<file path="config.mk">
export PLATFORM = sky130hd
export DESIGN_NAME = frame_pixel_streamer
export DESIGN_NICKNAME = d
export VERILOG_FILES = /design/src/rtl/frame_pixel_streamer.sv
export SDC_FILE = /design/constraint.sdc
export NUM_CORES = 1
export LEC_CHECK = 0
export ABC_AREA = 0
export ABC_CLOCK_PERIOD_IN_PS = 2000
export BUFFER_PORTS_ARGS = -buffer_cell sky130_fd_sc_hd__buf_2
export CORE_AREA = 2 2 83 85
export DETAILED_ROUTE_END_ITERATION = 10
export DIE_AREA = 0 0 85 87
export PLACE_DENSITY_LB_ADDON = 0.2
export SYNTH_ARGS = -nofsm -noshare
export SYNTH_HDL_FRONTEND = slang
export SYNTH_SLANG_ARGS = --single-unit
</file>
<file path="constraint.sdc">
create_clock -name clk -period 2 [get_ports clk]
set_input_delay 0.3 -clock clk [delete_from_list [all_inputs] [get_ports clk]]
set_output_delay 0.3 -clock clk [all_outputs]
set_load 0.02 [all_outputs]
</file>
<file path="src/rtl/frame_pixel_streamer.sv">
// Frame-buffer to filter pixel streamer: reads one frame in raster order and emits it
// with ready/valid back-pressure and sof/eol/eof markers, through a 2-entry output queue.
module frame_pixel_streamer #(
    parameter int IMG_WIDTH  = 640,
    parameter int IMG_HEIGHT = 480,
    parameter int DATA_WIDTH = 8,
    parameter int ADDR_WIDTH = 19
) (
    input  logic                  clk,
    input  logic                  reset,
    input  logic                  start,
    output logic                  mem_rd_en,
    output logic [ADDR_WIDTH-1:0] mem_addr,
    input  logic [DATA_WIDTH-1:0] mem_rd_data,
    output logic [DATA_WIDTH-1:0] pixel_out,
    output logic                  pixel_out_valid,
    input  logic                  pixel_out_ready,
    output logic                  sof,
    output logic                  eol,
    output logic                  eof,
    output logic                  busy,
    output logic                  done
);

    localparam int XW = (IMG_WIDTH  > 1) ? $clog2(IMG_WIDTH)  : 1;
    localparam int YW = (IMG_HEIGHT > 1) ? $clog2(IMG_HEIGHT) : 1;
    localparam logic [ADDR_WIDTH-1:0] LAST_ADDR = ADDR_WIDTH'(IMG_WIDTH * IMG_HEIGHT - 1);
    localparam logic [XW-1:0]         X_LAST    = XW'(IMG_WIDTH - 1);
    localparam logic [YW-1:0]         Y_LAST    = YW'(IMG_HEIGHT - 1);

    typedef enum logic [1:0] {
        IDLE,
        STREAM,
        DRAIN,
        DONE
    } state_t;

    state_t                state;
    logic [ADDR_WIDTH-1:0] rd_addr;
    logic                  vld_p1;
    logic [DATA_WIDTH-1:0] queue_p2 [2];
    logic [1:0]            q_count;
    logic [XW-1:0]         x;
    logic [YW-1:0]         y;
    logic [2:0]            occ;
    logic                  pop;
    logic                  rd_issue;
    logic                  last_beat;

    // Stage p0: read issue. The pop term lets a read go out in the same cycle a slot frees.
    assign pop       = pixel_out_valid & pixel_out_ready;
    assign occ       = {1'b0, q_count} + {2'b00, vld_p1};
    assign rd_issue  = (state == STREAM) && (occ < (3'd2 + {2'b00, pop}));
    assign mem_rd_en = rd_issue;
    assign mem_addr  = rd_addr;

    // Stage p2: queue head drives the sink; markers come from the transfer counters.
    assign pixel_out_valid = (q_count != 2'd0);
    assign last_beat       = (x == X_LAST) && (y == Y_LAST);
    assign pixel_out       = pixel_out_valid ? queue_p2[0] : '0;
    assign sof             = pixel_out_valid && (x == '0) && (y == '0);
    assign eol             = pixel_out_valid && (x == X_LAST);
    assign eof             = pixel_out_valid && last_beat;

    always_ff @(posedge clk or posedge reset) begin
        if (reset) begin
            state   <= IDLE;
            rd_addr <= '0;
            vld_p1  <= 1'b0;
            q_count <= 2'd0;
            x       <= '0;
            y       <= '0;
            busy    <= 1'b0;
            done    <= 1'b0;
        end else begin
            vld_p1  <= rd_issue;
            q_count <= q_count + {1'b0, vld_p1} - {1'b0, pop};
            done    <= 1'b0;
            case (state)
                IDLE: begin
                    if (start) begin
                        state   <= STREAM;
                        busy    <= 1'b1;
                        rd_addr <= '0;
                    end
                end
                STREAM: begin
                    if (rd_issue) begin
                        if (rd_addr == LAST_ADDR) state <= DRAIN;
                        else rd_addr <= rd_addr + ADDR_WIDTH'(1);
                    end
                end
                DRAIN: begin
                    if (pop && last_beat) begin
                        state <= DONE;
                        done  <= 1'b1;
                    end
                end
                DONE: begin
                    state <= IDLE;
                    busy  <= 1'b0;
                end
                default: state <= IDLE;
            endcase
            if (pop) begin
                if (x == X_LAST) begin
                    x <= '0;
                    y <= (y == Y_LAST) ? '0 : y + YW'(1);
                end else begin
                    x <= x + XW'(1);
                end
            end
        end
    end

    // Stage p1 -> p2: returned read data enters the queue behind whatever remains after a pop.
    always_ff @(posedge clk) begin
        case ({vld_p1, pop})
            2'b10: begin
                if (q_count == 2'd0) queue_p2[0] <= mem_rd_data;
                else queue_p2[1] <= mem_rd_data;
            end
            2'b01: queue_p2[0] <= queue_p2[1];
            2'b11: begin
                if (q_count == 2'd1) begin
                    queue_p2[0] <= mem_rd_data;
                end else begin
                    queue_p2[0] <= queue_p2[1];
                    queue_p2[1] <= mem_rd_data;
                end
            end
            default: ;
        endcase
    end

endmodule

</file>
==> results of run 1 <==
through the flow:
step | worst slack [ps] | power (mW) | hold slack [ps] | instance area, sq um | instances
floorplan | -206 | 3.02 | 399 | 3320 | 331
global placement | -154 | 3.83 | 284 | 4040 | 505
detailed placement | -175 | 3.90 | 286 | 4040 | 505
CTS | -41.2 | 5.49 | 118 | 4430 | 530
global route | -196 | 6.13 | 112 | 4620 | 537
finish | -102 | 5.79 | 128 | 4620 | 537
worst max-delay path, cell delays in order (launching register included):
cell and delay [ps]:
dfrtp_2 390, ha_4 150, nand2_4 50, or4_4 470
o211ai_4 250, nor3_2 90, mux2_4 270, a221o_1 320
cells in the final DEF (no fill, tap or decap), types with 5 or more instances in the layout:
cell and count:
buf_4 68, buf_2 42, dfrtp_1 36, nand2_1 33
o21ai_0 20, nor2_1 19, edfxtp_1 16, a21oi_1 13
nor3_1 11, inv_1 10, nand3_1 10, nand4_1 10
ha_1 10, nor2b_1 9, clkbuf_8 9, dfrtp_2 9
a31oi_1 8, xnor2_1 8, mux2_2 8, buf_6 8
inv_2 5, o31ai_1 5, nor3_2 5, nor4_1 5
sequential cells by signal (all words and copies together), names as in the netlist:
register and flops:
mem_addr 19, queue_p2 16, done 1, q_count 2
y 9, vld_p1 1, busy 1, x 10
state 2
worst paths after layout:
kind | startpoint | endpoint | slack, ps | cells past startpoint
hold reg to reg | busy | busy | 490 | 2
max in group asynchronous | reset | y[3] | 1010 | 4
setup / recovery | mem_addr[0] | mem_addr[5] | -100 | 7
hold / removal | mem_rd_data[4] | queue_p2[0][12] | 130 | 1
min in group asynchronous | reset | mem_addr[7] | 440 | 3
setup reg to reg | mem_addr[0] | mem_addr[5] | -100 | 7
logic make-up after synthesis:
group	share of synthesized area
AOI/OAI and AO/OA	0.146
xor gates and xnor gates	0.0294
adders and majority gates	0.0497
buffers and inverters	0.0294
DFF	0.491
muxes	0.0405
and+or+nand+nor	0.214
power groups by stage:
stage                     registers (mW)  clock network (mW)  logic, mW
after floorplan                     1.82                   0       1.20
after global routing                1.80                1.47       2.86
after detailed placement            1.76                   0       2.13
after CTS                           1.76                1.40       2.33
after global placement              1.75                   0       2.08
final                               1.77                1.38       2.64
repair_timing:
item / CTS / global route
setup buffers: 8 / 7
setup endpoints to repair: 23 / 24
hold endpoints to repair: 13 / 0
pin swaps: 3 / 12
hold buffers: 1 / 0
resized for setup: 19 / 38
layout make-up:
class	instances	area [sq um]	share of cell area
Inverter	16	62.6	0.0136
Timing Repair Buffer	119	821	0.178
Tap cell	80	100	0.0217
Sequential cell	61	1620	0.350
Clock buffer	9	124	0.0268
Multi-Input combinational cell	245	1770	0.383
Clock inverter	7	123	0.0266
layer usage:
| layer | wire length [um] | part of all wire |
|---|---|---|
| met1 | 3580 | 0.42 |
| met2 | 4380 | 0.51 |
| met3 | 423 | 0.049 |
| met4 | 169 | 0.020 |
| met5 | 0 | 0 |
==> results.sh, run 1 <==
export IMPL_n_antenna_cell=0
export IMPL_synthCells=331
export IMPL_fin_crit_sh=1.05
export IMPL_leakage_nw=2.04
export IMPL_switching_share=0.376
export IMPL_synth_area_leaders="dfrtp_1 34%, edfxtp_1 15%, ha_1 5.0%"
export IMPL_gr_max_usage_layer="met2"
export IMPL_violations="setup timing"
export IMPL_final_core_util=0.703
export IMPL_fp_dieW_um=85
export IMPL_synth_largest_area_cell="dfrtp_1"
export IMPL_yosys_warnings=0
export IMPL_start_util=0.498
export IMPL_cts_tree="done"
export IMPL_area_delta_synth_final_pct=41.1
export IMPL_tightestPinTransition_ps=484
export IMPL_yosysMostFrequentCell="dfrtp_1"
export IMPL_use_met3=0.0616
export IMPL_power_switching_mw=2.18
export IMPL_drive_gt1_frac=0.420
export IMPL_ant_nets=0
export IMPL_detail_route_first_pass_iterations=4
export IMPL_cts_buffer_depth=2
export IMPL_ys_ff_latch=61
export IMPL_finalMaxSlewViolations=0
export IMPL_powerDensity_mw_per_mm2=1250
export IMPL_die_area_sq_mm=0.00740
export IMPL_grt_max_degree=18
export IMPL_hold_path_class="primary input to flop"
export IMPL_drc_errors=0
export IMPL_core_sq_mm=0.00657
export IMPL_ir_drop_mv=0.955
export IMPL_synthTopCellsByCount="45 x dfrtp_1, 37 x nand2_1, 26 x o21ai_0, 21 x nor2_1, 16 x edfxtp_1"
export IMPL_synth_edff_count=16
export IMPL_htree_levels=3
export IMPL_ioPinCount=46
export IMPL_crit_arrival_ps=2330
export IMPL_dp_hpwl_um=5750
export IMPL_synth_top_area_frac=0.344
export IMPL_fp_row_count=30
export IMPL_p_int_mw=3.61
export IMPL_root_buffer="clkbuf_8"
export IMPL_status="finished with violations"
export IMPL_grt_pass1_wl_um=13800
export IMPL_first_iter_violations=120
export IMPL_met2_usage=0.409
export IMPL_vias=3036
export IMPL_antenna_found_initial=0
export IMPL_power_share_sequential=0.306
export IMPL_finalClockSkew_ps=12.4
export IMPL_syn_cell_area_sq_mm=0.00327
export IMPL_cap_violations=0
export IMPL_comb_power_share=0.456
export IMPL_place_congestion=0.852
export IMPL_yosysSeqAreaShare=0.491
export IMPL_nets=477
export IMPL_grt_pass1_vias=2936
export IMPL_async_flop_share=0.738
export IMPL_endpoint_kind="flop"
export IMPL_critPathKind="flop to flop"
export IMPL_via_per_inst=5.65
export IMPL_port_buffers=45
export IMPL_grt_total_usage=0.242
export IMPL_hold_viol=0
export IMPL_path_max_fanout=3
export IMPL_cts_buffers=9
export IMPL_drt_wl_total_um=8550
export IMPL_fillers=490
export IMPL_slew_headroom=0.676
export IMPL_finalSetupViolations=3
export IMPL_fmax_ghz=0.476
export IMPL_cp_start_kind="flop"
export IMPL_finalSetupTns_ps=-206
export IMPL_rsz0062_at_grt="true"
export IMPL_grt_ovfl_total=0
export IMPL_chipHeight_um=87
export IMPL_wire_per_inst_um=15.9
export IMPL_synth_fp_nets=356
export IMPL_period_needed_ps=2100
export IMPL_fin_ws_ps=-102
export IMPL_path_clk_slew_ps=80
export IMPL_crit_required_ps=2230
export IMPL_pwr_share_clk=0.239
export IMPL_met1_usage=0.293
export IMPL_syn_area_per_cell_sq_um=9.89
export IMPL_synth_cell_types=52
export IMPL_clk_latency_ps=360
export IMPL_numClockSinks=61
export IMPL_ys_flop_type="dfrtp_1"
Note: power is estimated with default switching activity, not from simulation.
==> run 2: changes to the inputs <==
--- a/config.mk
+++ b/config.mk
@@ -12,6 +12,7 @@
 export DETAILED_ROUTE_END_ITERATION = 10
 export DIE_AREA = 0 0 85 87
 export PLACE_DENSITY_LB_ADDON = 0.2
+export REMOVE_ABC_BUFFERS = 1
 export SYNTH_ARGS = -nofsm -noshare
 export SYNTH_HDL_FRONTEND = slang
 export SYNTH_SLANG_ARGS = --single-unit
==> run 2 against run 1 <==
The run still ends with setup timing left. Routed wire length decreased by 4.8%. Non-clock buffer count down 6. Sequential share of layout area increased by 1.2 points. Cell count is 1.1% lower. Clock-buffer cell count unchanged. Core utilization shrank 2.7 points. Via count decreased by 3.0%. Critical path type unchanged. Largest cell class unchanged.
==> results.sh, run 2 (synthesized netlist as in run 1, its figures left out) <==
export IMPL_switching_share=0.396
export IMPL_nets=471
export IMPL_hp_start="mem_rd_data[0]"
export IMPL_largest_register_ffs=19
export IMPL_n_antenna_cell=0
export IMPL_path_clk_slew_ps=80
export IMPL_path_max_fanout=4
export IMPL_vias=2946
export IMPL_dp_cells=505
export IMPL_min_to="queue_p2[0][8]"
export IMPL_fin_crit_sh=1.09
export IMPL_cp_slowest_stage_delay_ps=560
export IMPL_chipHeight_um=87
export IMPL_finalMaxSlewViolations=0
export IMPL_fp_dieW_um=85
export IMPL_place_congestion=0.911
export IMPL_powerDensity_mw_per_mm2=1180
export IMPL_port_buffers=45
export IMPL_fin_ws_ps=-176
export IMPL_r2r_cells=7
export IMPL_die_area_sq_mm=0.00740
export IMPL_slew_headroom=0.688
export IMPL_wire_per_inst_um=15.3
export IMPL_hold_viol=0
export IMPL_cts_tree="done"
export IMPL_tightestPinTransition_ps=466
export IMPL_endpoint_kind="flop"
export IMPL_pwr_share_clk=0.189
export IMPL_numClockSinks=61
export IMPL_period_needed_ps=2180
export IMPL_start_util=0.498
export IMPL_violations="setup timing"
export IMPL_leakage_nw=2.00
export IMPL_rsz0062_at_grt="true"
export IMPL_status="finished with violations"
export IMPL_grt_pass1_wl_um=13100
export IMPL_hold_path_class="primary input to flop"
export IMPL_final_cells=531
export IMPL_regToRegStartpoint="mem_addr[0]"
export IMPL_final_core_util=0.676
export IMPL_crit_chain="ha_2 -> nand2_2 -> or4_4 -> o211ai_4 -> nor3_2 -> mux2_2 -> a221o_1"
export IMPL_drc_errors=0
export IMPL_holdPathStages=1
export IMPL_critPathKind="flop to flop"
export IMPL_fmax_ghz=0.460
export IMPL_detail_route_first_pass_iterations=4
export IMPL_r2r_slack_ps=-180
export IMPL_regArea_sq_mm=0.00161
export IMPL_root_buffer="clkbuf_8"
export IMPL_fp_row_count=30
export IMPL_core_sq_mm=0.00657
export IMPL_multiInputGateArea_sq_mm=0.00173
export IMPL_comb_power_share=0.479
export IMPL_ant_nets=0
export IMPL_mostFrequentLayoutCell="buf_4"
export IMPL_antenna_found_initial=0
export IMPL_area_delta_synth_final_pct=35.7
export IMPL_first_iter_violations=144
export IMPL_worstReg2RegEnd="mem_addr[5]"
export IMPL_cp_start_kind="flop"
export IMPL_drive_gt1_frac=0.388
export IMPL_clk_latency_ps=350
export IMPL_grt_total_usage=0.224
export IMPL_crit_required_ps=2230
export IMPL_cts_buffer_depth=2
export IMPL_grt_max_degree=22
export IMPL_dp_hpwl_um=5600
export IMPL_crit_arrival_ps=2400
export IMPL_finalClockSkew_ps=11.7
export IMPL_ioPinCount=46
export IMPL_power_switching_mw=2.08
export IMPL_cap_violations=0
export IMPL_via_per_inst=5.55
export IMPL_finalSetupViolations=10
export IMPL_htree_levels=3
export IMPL_crit_slowest_cell="or4_4"
export IMPL_drt_wl_total_um=8150
export IMPL_grt_ovfl_total=0
export IMPL_final_cell_mix="62 x buf_4, 44 x dfrtp_1, 43 x buf_2"
export IMPL_grt_pass1_vias=2807
export IMPL_fillers=526
export IMPL_power_share_sequential=0.331
export IMPL_cts_buffers=9
export IMPL_ir_drop_mv=1.05
export IMPL_p_int_mw=3.18
run 2: area by class of cell:
type,instances,share of cell area
timing repair buffer,113,0.173
multi-input combinational,245,0.389
clock buffer,9,0.0279
sequential,61,0.362
clock inverter,7,0.0110
inverter,16,0.0141
tap,80,0.0225
run 2: how the worst max path moves through the flow:
stage                startpoint           to  slack, ps  cells past startpoint
floorplan            q_count[1]     state[1]       -560                      7
global placement    mem_addr[0]     state[1]       -230                      7
detailed placement  mem_addr[0]     state[1]       -240                      7
CTS                 mem_addr[0]     state[1]       -150                      7
global route        mem_addr[1]  mem_addr[5]       -260                      7
finish              mem_addr[0]  mem_addr[5]       -180                      7
run 2: stage by stage:
stage                     instance area, sq um  power, mW  worst slack [ps]  hold slack (ps)  TNS (ps)
after CTS                                 4240       4.98              -154              129      -497
after detailed placement                  4000       3.86              -239              327     -1640
after global routing                      4440       5.59              -259              135     -2800
final                                     4440       5.26              -176              135      -679
after global placement                    4000       3.79              -228              325     -1000
after floorplan                           3240       2.97              -556              399     -4910
run 2: critical path: cells and delay by family (launching register included):
family	cells	cell delay, ps
compound gates	2	540
fa+ha+maj	1	190
flops	1	360
mux	1	260
simple gates	3	710
run 2: power groups by stage:
stage          logic [mW]  registers, mW  clock network [mW]
2_1_floorplan        1.17           1.81                   0
3_3_place_gp         2.06           1.73                   0
3_5_place_dp         2.11           1.74                   0
4_1_cts              2.25           1.72                1.01
5_1_grt              2.75           1.77                1.07
6_report             2.52           1.74               0.996
run 2: timing repair:
item	4_1_cts	5_1_grt
hold buffers	1	0
hold endpoints to repair	19	0
endpoints found under the setup margin	21	29
gates resized for setup	18	40
buffers inserted	2	8
gates cloned	0	0
pin swaps	3	12
run 2: metal layers:
metal  up-vias  wire [um]  part of all wire  track usage
li1       1449          -                 -            -
met1      1413       3590              0.44        0.290
met2        70       4070              0.50        0.382
met3        14        304             0.037       0.0436
met4         0        186             0.023       0.0707
met5         -          0                 0            0
==> run 3: changes to the inputs <==
--- a/config.mk
+++ b/config.mk
@@ -6,11 +6,11 @@
 export NUM_CORES = 1
 export LEC_CHECK = 0
 export ABC_AREA = 0
-export ABC_CLOCK_PERIOD_IN_PS = 2000
+export ABC_CLOCK_PERIOD_IN_PS = 2600
 export BUFFER_PORTS_ARGS = -buffer_cell sky130_fd_sc_hd__buf_2
-export CORE_AREA = 2 2 83 85
+export CORE_AREA = 2 2 64 126
 export DETAILED_ROUTE_END_ITERATION = 10
-export DIE_AREA = 0 0 85 87
+export DIE_AREA = 0 0 66 128
 export PLACE_DENSITY_LB_ADDON = 0.2
 export REMOVE_ABC_BUFFERS = 1
 export SYNTH_ARGS = -nofsm -noshare
==> constraint.sdc (replaced) <==
create_clock -name clk -period 2.6 [get_ports clk]
set_input_delay 0.39 -clock clk [delete_from_list [all_inputs] [get_ports clk]]
set_output_delay 0.39 -clock clk [all_outputs]
set_load 0.02 [all_outputs]
==> run 3 against run 2 <==
The run now ends clean. Fmax is 11% lower. Largest power group unchanged. Die area is 14% higher. Sequential power is 22% lower. Combinational power is 42% lower.
==> results.sh, run 3 (synthesized netlist as in run 1, its figures left out) <==
export IMPL_critPathKind="flop to flop"
export IMPL_grt_pass1_vias=2729
export IMPL_clk_latency_ps=330
export IMPL_finalClockSkew_ps=6.26
export IMPL_fp_dieW_um=66
export IMPL_hold_viol=0
export IMPL_ioPinCount=46
export IMPL_worstSetupStartpoint="mem_addr[1]"
export IMPL_cap_violations=0
export IMPL_finalSetupViolations=0
export IMPL_dp_hpwl_um=6090
export IMPL_vias=2834
export IMPL_dp_cells=484
export IMPL_via_per_inst=5.67
export IMPL_endpoint_kind="flop"
export IMPL_place_congestion=0.914
export IMPL_path_clk_slew_ps=60
export IMPL_port_buffers=45
export IMPL_period_needed_ps=2460
export IMPL_start_util=0.434
export IMPL_detail_route_first_pass_iterations=4
export IMPL_ir_drop_mv=0.556
export IMPL_hold_path_class="primary input to asynchronous set/reset pin"
export IMPL_cts_buffers=9
export IMPL_finalMaxSlewViolations=0
export IMPL_cts_buffer_depth=2
export IMPL_cts_resized=0
export IMPL_powerDensity_mw_per_mm2=999
export IMPL_die_area_sq_mm=0.00845
export IMPL_crit_arrival_ps=2670
export IMPL_status="finished clean"
export IMPL_wire_per_inst_um=16.2
export IMPL_largest_register_ffs=19
export IMPL_final_cell_mix="45 x dfrtp_1, 45 x buf_2, 37 x nand2_1"
export IMPL_post_dp_cell_area_sq_mm=0.00375
export IMPL_slew_headroom=0.518
export IMPL_cts_tree="done"
export IMPL_first_iter_violations=181
export IMPL_antenna_found_initial=0
export IMPL_regToRegStartpoint="mem_addr[1]"
export IMPL_crit_required_ps=2810
export IMPL_drive_gt1_frac=0.249
export IMPL_cp_start_kind="flop"
export IMPL_htree_levels=3
export IMPL_ant_nets=0
export IMPL_final_area_sq_mm=0.00406
export IMPL_fin_crit_sh=0.945
export IMPL_grt_total_usage=0.208
export IMPL_drt_wl_total_um=8090
export IMPL_rsz0062_at_grt="false"
export IMPL_postCtsHoldBufs=0
export IMPL_n_antenna_cell=0
export IMPL_root_buffer="clkbuf_16"
export IMPL_grt_ovfl_total=0
export IMPL_grt_pass1_wl_um=13200
export IMPL_cts_setup_buffers=0
export IMPL_numClockSinks=61
export IMPL_finalSetupTns_ps=0
export IMPL_tightestPinTransition_ps=719
export IMPL_core_sq_mm=0.00754
export IMPL_fmax_ghz=0.407
export IMPL_nets=426
export IMPL_drc_errors=0
export IMPL_final_cells=500
export IMPL_grt_max_degree=33
export IMPL_r2r_slack_ps=140
export IMPL_chipHeight_um=128
export IMPL_leakage_nw=1.81
export IMPL_path_max_fanout=12
export IMPL_area_delta_synth_final_pct=23.9
export IMPL_fp_row_count=45
-- run 3: path summary, 6_finish.rpt --
path | end | depth (start not counted)
min reg2reg | busy | 2
max | mem_addr[5] | 7
max in group asynchronous | x[1] | 3
min in group clk | queue_p2[0][9] | 1
max reg2reg | mem_addr[5] | 7
min | busy | 2
-- run 3: area by class of cell --
| type | instances | area [sq um] |
|---|---|---|
| timing repair buffer | 68 | 398 |
| clock buffer | 9 | 225 |
| sequential | 61 | 1610 |
| multi-input combinational | 245 | 1570 |
| inverter | 16 | 60.1 |
| clock inverter | 7 | 78.8 |
| fill | 730 | 3490 |
| tap | 94 | 118 |
-- run 3: power breakdown --
group	internal [mW]	switching [mW]	leakage [nW]
clock network	0.755	0.470	0.151
registers	1.21	0.155	0.746
logic	0.575	0.891	0.914
total	2.54	1.52	1.81
-- run 3: critical path, stage by stage (launching register included) --
cell and delay [ps]:
dfrtp_1 400, ha_1 220, nand2_1 110, or4_4 570, o211ai_4 360, nor3_2 100
mux2_2 270, a221o_1 300
-- run 3: layer usage --
layer,share of wire,up-vias,track usage
met5,0,-,0
met4,0.030,0,0.106
met3,0.040,21,0.0421
met2,0.57,86,0.390
met1,0.36,1372,0.209
li1,-,1355,-
-- run 3: metrics by stage --
step	hold slack, ps	power [mW]	worst slack (ps)	utilization
after floorplan	455	2.29	43.6	-
after detailed placement	362	2.85	166	0.497
after CTS	11.4	4.09	153	0.538
final	8.16	4.05	142	0.538
after global placement	357	2.82	233	0.497
after global routing	31.4	4.29	53.6	0.538
